`config.mk`:
```
export PLATFORM = sky130hd
export DESIGN_NAME = cache_l1_dm
export DESIGN_NICKNAME = d
export VERILOG_FILES = /design/src/rtl/cpu_pkg.sv /design/src/rtl/lsu_align.sv /design/src/rtl/cache_l1_dm.sv
export SDC_FILE = /design/constraint.sdc
export NUM_CORES = 2
export LEC_CHECK = 0
export CELL_PAD_IN_SITES_DETAIL_PLACEMENT = 0
export CELL_PAD_IN_SITES_GLOBAL_PLACEMENT = 2
export CORE_MARGIN = 2
export CORE_UTILIZATION = 43
export DETAILED_ROUTE_END_ITERATION = 6
export GPL_TIMING_DRIVEN = 0
export PLACE_DENSITY_LB_ADDON = 0.1
export SETUP_SLACK_MARGIN = 0.05
export SLEW_MARGIN = 20
export SYNTH_ARGS = -nofsm -noshare
export SYNTH_HDL_FRONTEND = slang
export SYNTH_MEMORY_MAX_BITS = 65536
export SYNTH_SLANG_ARGS = --single-unit
```
`constraint.sdc`:
```
create_clock -name clk -period 6.23 [get_ports clk]
set_clock_uncertainty 0.05 [all_clocks]
set_input_delay 0.9345 -clock clk [delete_from_list [all_inputs] [get_ports clk]]
set_output_delay 0.9345 -clock clk [all_outputs]
set_load 0.1 [all_outputs]
```
`src/rtl/cpu_pkg.sv`:
```
// Shared load/store size codes, cache FSM state and line layout for the L1 data cache.
// Tags are stored zero-extended to TAG_MAX_W so a single line type serves every ADDR_W/LINES setting.
package cpu_pkg;

    localparam logic [2:0] MASK_B  = 3'b000;
    localparam logic [2:0] MASK_H  = 3'b001;
    localparam logic [2:0] MASK_W  = 3'b010;
    localparam logic [2:0] MASK_BU = 3'b100;
    localparam logic [2:0] MASK_HU = 3'b101;

    localparam int TAG_MAX_W = 32;

    typedef enum logic [1:0] {
        IDLE  = 2'd0,
        FILL  = 2'd1,
        WTHRU = 2'd2,
        RESP  = 2'd3
    } cache_state_t;

    typedef struct packed {
        logic                 valid;
        logic [TAG_MAX_W-1:0] tag;
        logic [31:0]          data;
    } cache_line_t;

    function automatic logic load_mask_ok(input logic [2:0] m);
        return (m == MASK_B) || (m == MASK_H) || (m == MASK_W) ||
               (m == MASK_BU) || (m == MASK_HU);
    endfunction

    // Stores only come in signed-code flavours; the unsigned codes are load-only.
    function automatic logic store_mask_ok(input logic [2:0] m);
        return (m == MASK_B) || (m == MASK_H) || (m == MASK_W);
    endfunction

endpackage

```
`src/rtl/lsu_align.sv`:
```
// Byte/halfword lane logic: STORE=1 merges wdata_i into word_i, STORE=0 extracts and extends from word_i.
// Purely combinational; the cache instantiates one of each.
module lsu_align
    import cpu_pkg::*;
#(
    parameter bit STORE = 1'b0
) (
    input  logic [31:0] word_i,
    input  logic [31:0] wdata_i,
    input  logic [2:0]  mask_i,
    input  logic [1:0]  off_i,
    output logic [31:0] result_o
);

    logic [7:0]  byte_sel;
    logic [15:0] half_sel;
    logic [31:0] merged;
    logic [31:0] extracted;

    always_comb begin
        byte_sel  = word_i[{off_i, 3'b000} +: 8];
        half_sel  = off_i[1] ? word_i[31:16] : word_i[15:0];
        merged    = word_i;
        extracted = '0;
        case (mask_i)
            MASK_B: begin
                merged[{off_i, 3'b000} +: 8] = wdata_i[7:0];
                extracted = {{24{byte_sel[7]}}, byte_sel};
            end
            MASK_H: begin
                merged[{off_i[1], 4'b0000} +: 16] = wdata_i[15:0];
                extracted = {{16{half_sel[15]}}, half_sel};
            end
            MASK_W: begin
                merged    = wdata_i;
                extracted = word_i;
            end
            MASK_BU: extracted = {24'b0, byte_sel};
            MASK_HU: extracted = {16'b0, half_sel};
            default: ;
        endcase
        result_o = STORE ? merged : extracted;
    end

endmodule

```
`src/rtl/cache_l1_dm.sv`:
```
// Direct-mapped, write-through, one-word-line L1 data cache with a req/ack memory port.
// Define CACHE_STATS_EN to add saturating hit_cnt/miss_cnt outputs.
module cache_l1_dm
    import cpu_pkg::*;
#(
    parameter int ADDR_W = 10,
    parameter int LINES  = 64
`ifdef CACHE_STATS_EN
    ,
    parameter int CNT_W  = 32
`endif
) (
    input  logic              clk,
    input  logic              reset,
    input  logic              rd_en,
    input  logic              wr_en,
    input  logic [ADDR_W-1:0] addr,
    input  logic [2:0]        mask,
    input  logic [31:0]       data_in,
    output logic              stall,
    output logic [31:0]       data_out,
    output logic              mem_req,
    output logic              mem_we,
    output logic [ADDR_W-1:0] mem_addr,
    output logic [31:0]       mem_wdata,
    input  logic              mem_ack,
    input  logic [31:0]       mem_rdata,
    output cache_state_t      state_o
`ifdef CACHE_STATS_EN
    ,
    output logic [CNT_W-1:0]  hit_cnt,
    output logic [CNT_W-1:0]  miss_cnt
`endif
);

    localparam int IDX_W = $clog2(LINES);
    localparam int TAG_W = ADDR_W - IDX_W - 2;

    cache_state_t state_q, state_d;
    cache_line_t  lines_q [LINES];
    logic         pend_q;
    logic         mem_req_q, mem_we_q;
    logic [ADDR_W-1:0] mem_addr_q;
    logic [31:0]  mem_wdata_q;

    logic [IDX_W-1:0]     idx;
    logic [TAG_W-1:0]     req_tag;
    logic [TAG_MAX_W-1:0] tag_ext;
    logic [ADDR_W-1:0]    word_addr;
    cache_line_t          line_rd;
    logic                 hit, ld_req, st_req;
    logic [31:0]          merge_old, merged_word, load_word;

    assign idx       = addr[IDX_W+1:2];
    assign req_tag   = addr[ADDR_W-1:IDX_W+2];
    assign tag_ext   = TAG_MAX_W'(req_tag);
    assign word_addr = {addr[ADDR_W-1:2], 2'b00};
    assign line_rd   = lines_q[idx];
    assign hit       = line_rd.valid && (line_rd.tag == tag_ext);
    assign ld_req    = rd_en && !wr_en && load_mask_ok(mask);
    assign st_req    = wr_en && store_mask_ok(mask);

    // A partial-store miss merges into the word arriving from memory rather than the stale line.
    assign merge_old = (state_q == FILL) ? mem_rdata : line_rd.data;

    lsu_align #(.STORE(1'b1)) u_merge (
        .word_i  (merge_old),
        .wdata_i (data_in),
        .mask_i  (mask),
        .off_i   (addr[1:0]),
        .result_o(merged_word)
    );

    lsu_align #(.STORE(1'b0)) u_extract (
        .word_i  (line_rd.data),
        .wdata_i (data_in),
        .mask_i  (mask),
        .off_i   (addr[1:0]),
        .result_o(load_word)
    );

    always_ff @(posedge clk) begin
        if (reset) state_q <= IDLE;
        else       state_q <= state_d;
    end

    always_comb begin
        state_d = state_q;
        case (state_q)
            IDLE: begin
                if (st_req)              state_d = (hit || mask == MASK_W) ? WTHRU : FILL;
                else if (ld_req && !hit) state_d = FILL;
            end
            FILL:    if (mem_ack) state_d = pend_q ? WTHRU : RESP;
            WTHRU:   if (mem_ack) state_d = IDLE;
            RESP:    state_d = IDLE;
            default: state_d = IDLE;
        endcase
    end

    always_comb begin
        stall    = 1'b0;
        data_out = '0;
        case (state_q)
            IDLE: begin
                stall = st_req || (ld_req && !hit);
                if (ld_req && hit) data_out = load_word;
            end
            FILL:    stall = 1'b1;
            WTHRU:   stall = !mem_ack;
            RESP:    if (ld_req) data_out = load_word;
            default: ;
        endcase
    end

    // Line storage and the registered memory port; only valid bits need a reset value.
    always_ff @(posedge clk) begin
        if (reset) begin
            for (int i = 0; i < LINES; i++) lines_q[i].valid <= 1'b0;
            pend_q      <= 1'b0;
            mem_req_q   <= 1'b0;
            mem_we_q    <= 1'b0;
            mem_addr_q  <= '0;
            mem_wdata_q <= '0;
        end else begin
            case (state_q)
                IDLE: begin
                    if (st_req) begin
                        mem_req_q  <= 1'b1;
                        mem_addr_q <= word_addr;
                        if (hit || mask == MASK_W) begin
                            lines_q[idx] <= '{valid: 1'b1, tag: tag_ext, data: merged_word};
                            mem_we_q     <= 1'b1;
                            mem_wdata_q  <= merged_word;
                            pend_q       <= 1'b0;
                        end else begin
                            mem_we_q <= 1'b0;
                            pend_q   <= 1'b1;
                        end
                    end else if (ld_req && !hit) begin
                        mem_req_q  <= 1'b1;
                        mem_we_q   <= 1'b0;
                        mem_addr_q <= word_addr;
                        pend_q     <= 1'b0;
                    end
                end
                FILL: begin
                    if (mem_ack) begin
                        if (pend_q) begin
                            lines_q[idx] <= '{valid: 1'b1, tag: tag_ext, data: merged_word};
                            mem_we_q     <= 1'b1;
                            mem_wdata_q  <= merged_word;
                        end else begin
                            lines_q[idx] <= '{valid: 1'b1, tag: tag_ext, data: mem_rdata};
                            mem_req_q    <= 1'b0;
                        end
                    end
                end
                WTHRU: begin
                    if (mem_ack) begin
                        mem_req_q <= 1'b0;
                        mem_we_q  <= 1'b0;
                        pend_q    <= 1'b0;
                    end
                end
                default: ;
            endcase
        end
    end

    assign mem_req   = mem_req_q;
    assign mem_we    = mem_we_q;
    assign mem_addr  = mem_addr_q;
    assign mem_wdata = mem_wdata_q;
    assign state_o   = state_q;

`ifdef CACHE_STATS_EN
    logic [CNT_W-1:0] hit_cnt_q, miss_cnt_q;

    always_ff @(posedge clk) begin
        if (reset) begin
            hit_cnt_q  <= '0;
            miss_cnt_q <= '0;
        end else if (state_q == IDLE && (ld_req || st_req)) begin
            if (hit && hit_cnt_q != '1)   hit_cnt_q  <= hit_cnt_q + 1'b1;
            if (!hit && miss_cnt_q != '1) miss_cnt_q <= miss_cnt_q + 1'b1;
        end
    end

    assign hit_cnt  = hit_cnt_q;
    assign miss_cnt = miss_cnt_q;
`endif

endmodule
```
==> metrics <==
status=finished, violations left; failing checks=setup timing; register bit total from synthesis=2285; CTS root buffer=clkbuf_16; Compound-Gate Fraction of Synth Area=10.2%; clock slew at reported path FFs=60 ps; worst path cell trace=buf_4 > buf_6 > buf_6 > buf_8 > buf_2 > nor4b_1 > a2111oi_2 > a31oi_2 > or4_4 > nor3_4 > buf_12 > a21oi_1 > a222oi_1 > nor2_1 > buf_4; pin count of the biggest net entering global routing=65; first-pass GRT wire length=606000 um; maximum clock path buffer count=3; R2R depth=15; final wirelength=474000 um; relative slew slack=10.1%; port bufs=155; H-tree levels=4; I/O pins=161; syn_area_per_cell=17.1 um2; post-synthesis adder-cell area fraction=0.137%; setup_tns=-332 ps; vias=66500; Post-synth EDFFs=2176; PD cells=352 mW/mm2; row cnt=169; reg2reg setup slack=960 ps; vias in the first global route=60000; TritonRoute pass-1 iters=7; CTS Buf Count=231; endpoints failing hold=0; Worst setup SP type=input port; Clk Latency, worst-skew pair=940 ps; grt met1 use=56.9%; Tot Pwr=40.2 mW; Max-cap violations=0; core box area=0.212 mm2; Mapped Cells=5351; WL/cell=50.5 um; post-route cell area=0.114 mm2; period utilization=101%; Initial DRC Count=13200; layout net count=6427; hold_sp=mem_wdata[10]$_SDFFE_PP0P_; Worst Path Arrival=5340 ps; initial antenna violation count=40; CP max stage delay=700 ps; clock sink total=2285; WS Path Type=in -> out; drt via density=7.09; Area growth, synth to finish=25.0%; Yosys top cell area share=71.5%; sw power=11.9 mW; Switching Share=29.6%; area leader, netlist=edfxtp_1; r2r startpoint=lines_q[15][33]$_DFFE_PP_; Primary FF master, synth=edfxtp_1; grt total ovfl=0; All-Layer GR Usage=43.1%; Synth Warn #=0; static leakage=38.1 nW; DRC viols=0; hold_buf cts=0; setup ws final=-91.0 ps; GRT busiest layer=met2; Endpoint, Worst Hold=mem_wdata[10]$_SDFFE_PP0P_; synth top area cells=edfxtp_1, mux4_2, mux2_2; Slew Limit Fails=0; area of the die=0.216 mm2; Final Util=54.0%; worst slew pin tran=1350 ps; Async S/R FF share, synth=0%; Worst EP required=5250 ps; Int Power=28.3 mW; Worst Hold Class=reg -> reg; crit-path max FO=10; Die Ht=465 um; worst hold stages=2; Die Wd=465 um; fin crit period=6320 ps; GRT met2 Usage=61.5%; clock share of power=34.5%; Antenna Violating Nets Remaining=0; Comb pwr share=19.1%; worst r2r dst=lines_q[16][2]$_DFFE_PP_; Final Wtd Congestion=0.920; Final setup viols=6; Synth Area in XOR/XNOR=0.0178%; main combinational cell family by area after synthesis=compound AO/OA/AOI/OAI gates; DP HPWL=341000 um; Synth cell types=88; Post-Syn Area=0.0914 mm2; multiplexer share of the synthesized area=9.33%; RSZ-0062 raised after global routing=yes; hold slack=409 ps; initial core utilization=43.2%; sequential area share after synthesis=73.9%; Crit-path slowest cell=or4_4; CTS tree=yes; DP Area=0.104 mm2; met3 global-route usage=16.2%; layout cell share with drive strength beyond 1=29.0%; Max VDD drop=0.323 mV; Synth Area in Simple Gates=3.89%; Max Clk Rate=158 MHz; Flop pwr share=46.4%; Worst Setup End Kind=primary output
how the worst max path moves through the flow:
stage             from                   endpoint  slack [ps]  depth (start not counted)
2_1_floorplan  addr[2]   lines_q[38][0]$_DFFE_PP_          50                         11
3_3_place_gp   addr[5]  lines_q[28][15]$_DFFE_PP_      -11680                         11
3_5_place_dp   addr[2]               data_out[13]       -3220                         16
4_1_cts        addr[3]               data_out[14]          40                         17
5_1_grt        addr[4]                data_out[1]         -50                         16
6_report       addr[3]                data_out[5]         -90                         15
power groups by stage:
stage / logic, mW / clock network [mW] / registers (mW)
floorplan: 2.52 / 0 / 19.8
global placement: 5.83 / 0 / 19.4
detailed placement: 7.14 / 0 / 19.0
CTS: 7.34 / 13.8 / 18.7
global route: 7.74 / 14.4 / 18.7
finish: 7.69 / 13.9 / 18.7
what timing repair did:
action / CTS / global route
buffers inserted: 40 / 20
endpoints found under the setup margin: 1368 / 33
gates resized for setup: 659 / 135
pin swaps: 33 / 16
hold endpoints to repair: 0 / 0
routing by layer:
layer,part of all wire [%],wire length (um)
met3,16,75000
met1,36,169000
met4,6.7,31600
met5,0.026,123
met2,42,198000
logic make-up (layout without fill, tap and decap cells):
kind of cell,Yosys count,count (layout)
AND/OR/NAND/NOR,743,743
flip-flops,2285,2285
other,1,34
adder cells (fa/ha/maj),10,10
XOR/XNOR,1,1
buffers and inverters,434,1610
AO/OA/AOI/OAI,1252,1252
multiplexers,625,625
synthesized netlist by cell type, types with 29 or more instances:
cell	instances
nor3_1	61
edfxtp_1	2176
buf_6	37
nor2_1	188
mux2i_1	237
nand2_1	280
o21ai_0	132
clkbuf_1	141
a22oi_1	226
o2bb2ai_1	89
inv_1	29
a211oi_1	36
dfxtp_1	109
a221o_1	58
o22ai_1	97
nand2b_1	29
mux2_2	228
a221oi_1	209
buf_2	130
mux4_2	158
buf_4	64
a21oi_1	151
a31oi_1	32
critical path: cells and delay by family:
family / cells / cell delay, ps
AO/OA/AOI/OAI: 4 / 1310
buffers and inverters: 7 / 1830
AND/OR/NAND/NOR: 4 / 1180
sequential cells by signal, indices dropped and copies added (netlist names):
signal,flops
mem_wdata,32
mem_we,1
pend_q,1
state_o,2
mem_req,1
mem_addr,8
lines_q,2240
metrics by stage:
step           std cells  setup slack (ps)
4_1_cts             9329              42.7
6_report            9381             -91.0
3_5_place_dp        8865             -3220
5_1_grt             9351             -48.6
2_1_floorplan       5352              48.4
3_3_place_gp        8328            -11680
placed cells by master (no fill, tap or decap), types with 55 or more instances in the layout:
master / netlist / final
a21oi_1: 151 / 135
a221o_1: 58 / 58
a221oi_1: 209 / 206
a22oi_1: 226 / 224
buf_12: 0 / 121
buf_16: 0 / 94
buf_2: 130 / 55
buf_4: 64 / 408
buf_6: 37 / 161
clkbuf_1: 141 / 107
clkbuf_16: 0 / 236
clkdlybuf4s50_1: 0 / 119
clkinv_1: 4 / 59
dfxtp_1: 109 / 109
edfxtp_1: 2176 / 2176
mux2_2: 228 / 228
mux2i_1: 237 / 233
mux4_2: 158 / 158
nand2_1: 280 / 275
nor2_1: 188 / 145
o21ai_0: 132 / 120
o22ai_1: 97 / 91
o2bb2ai_1: 89 / 88
cell type report:
cell class,count,area (um2)
Clock inverter,131,1200
Tap cell,2821,3530
Antenna cell,32,80.1
Timing Repair Buffer,752,9040
Buffer,398,3830
Sequential cell,2285,67500
Multi-Input combinational cell,2633,22700
Inverter,34,134
Fill cell,16900,97400
Clock buffer,295,6160
Note: power is estimated with default switching activity, not from simulation.
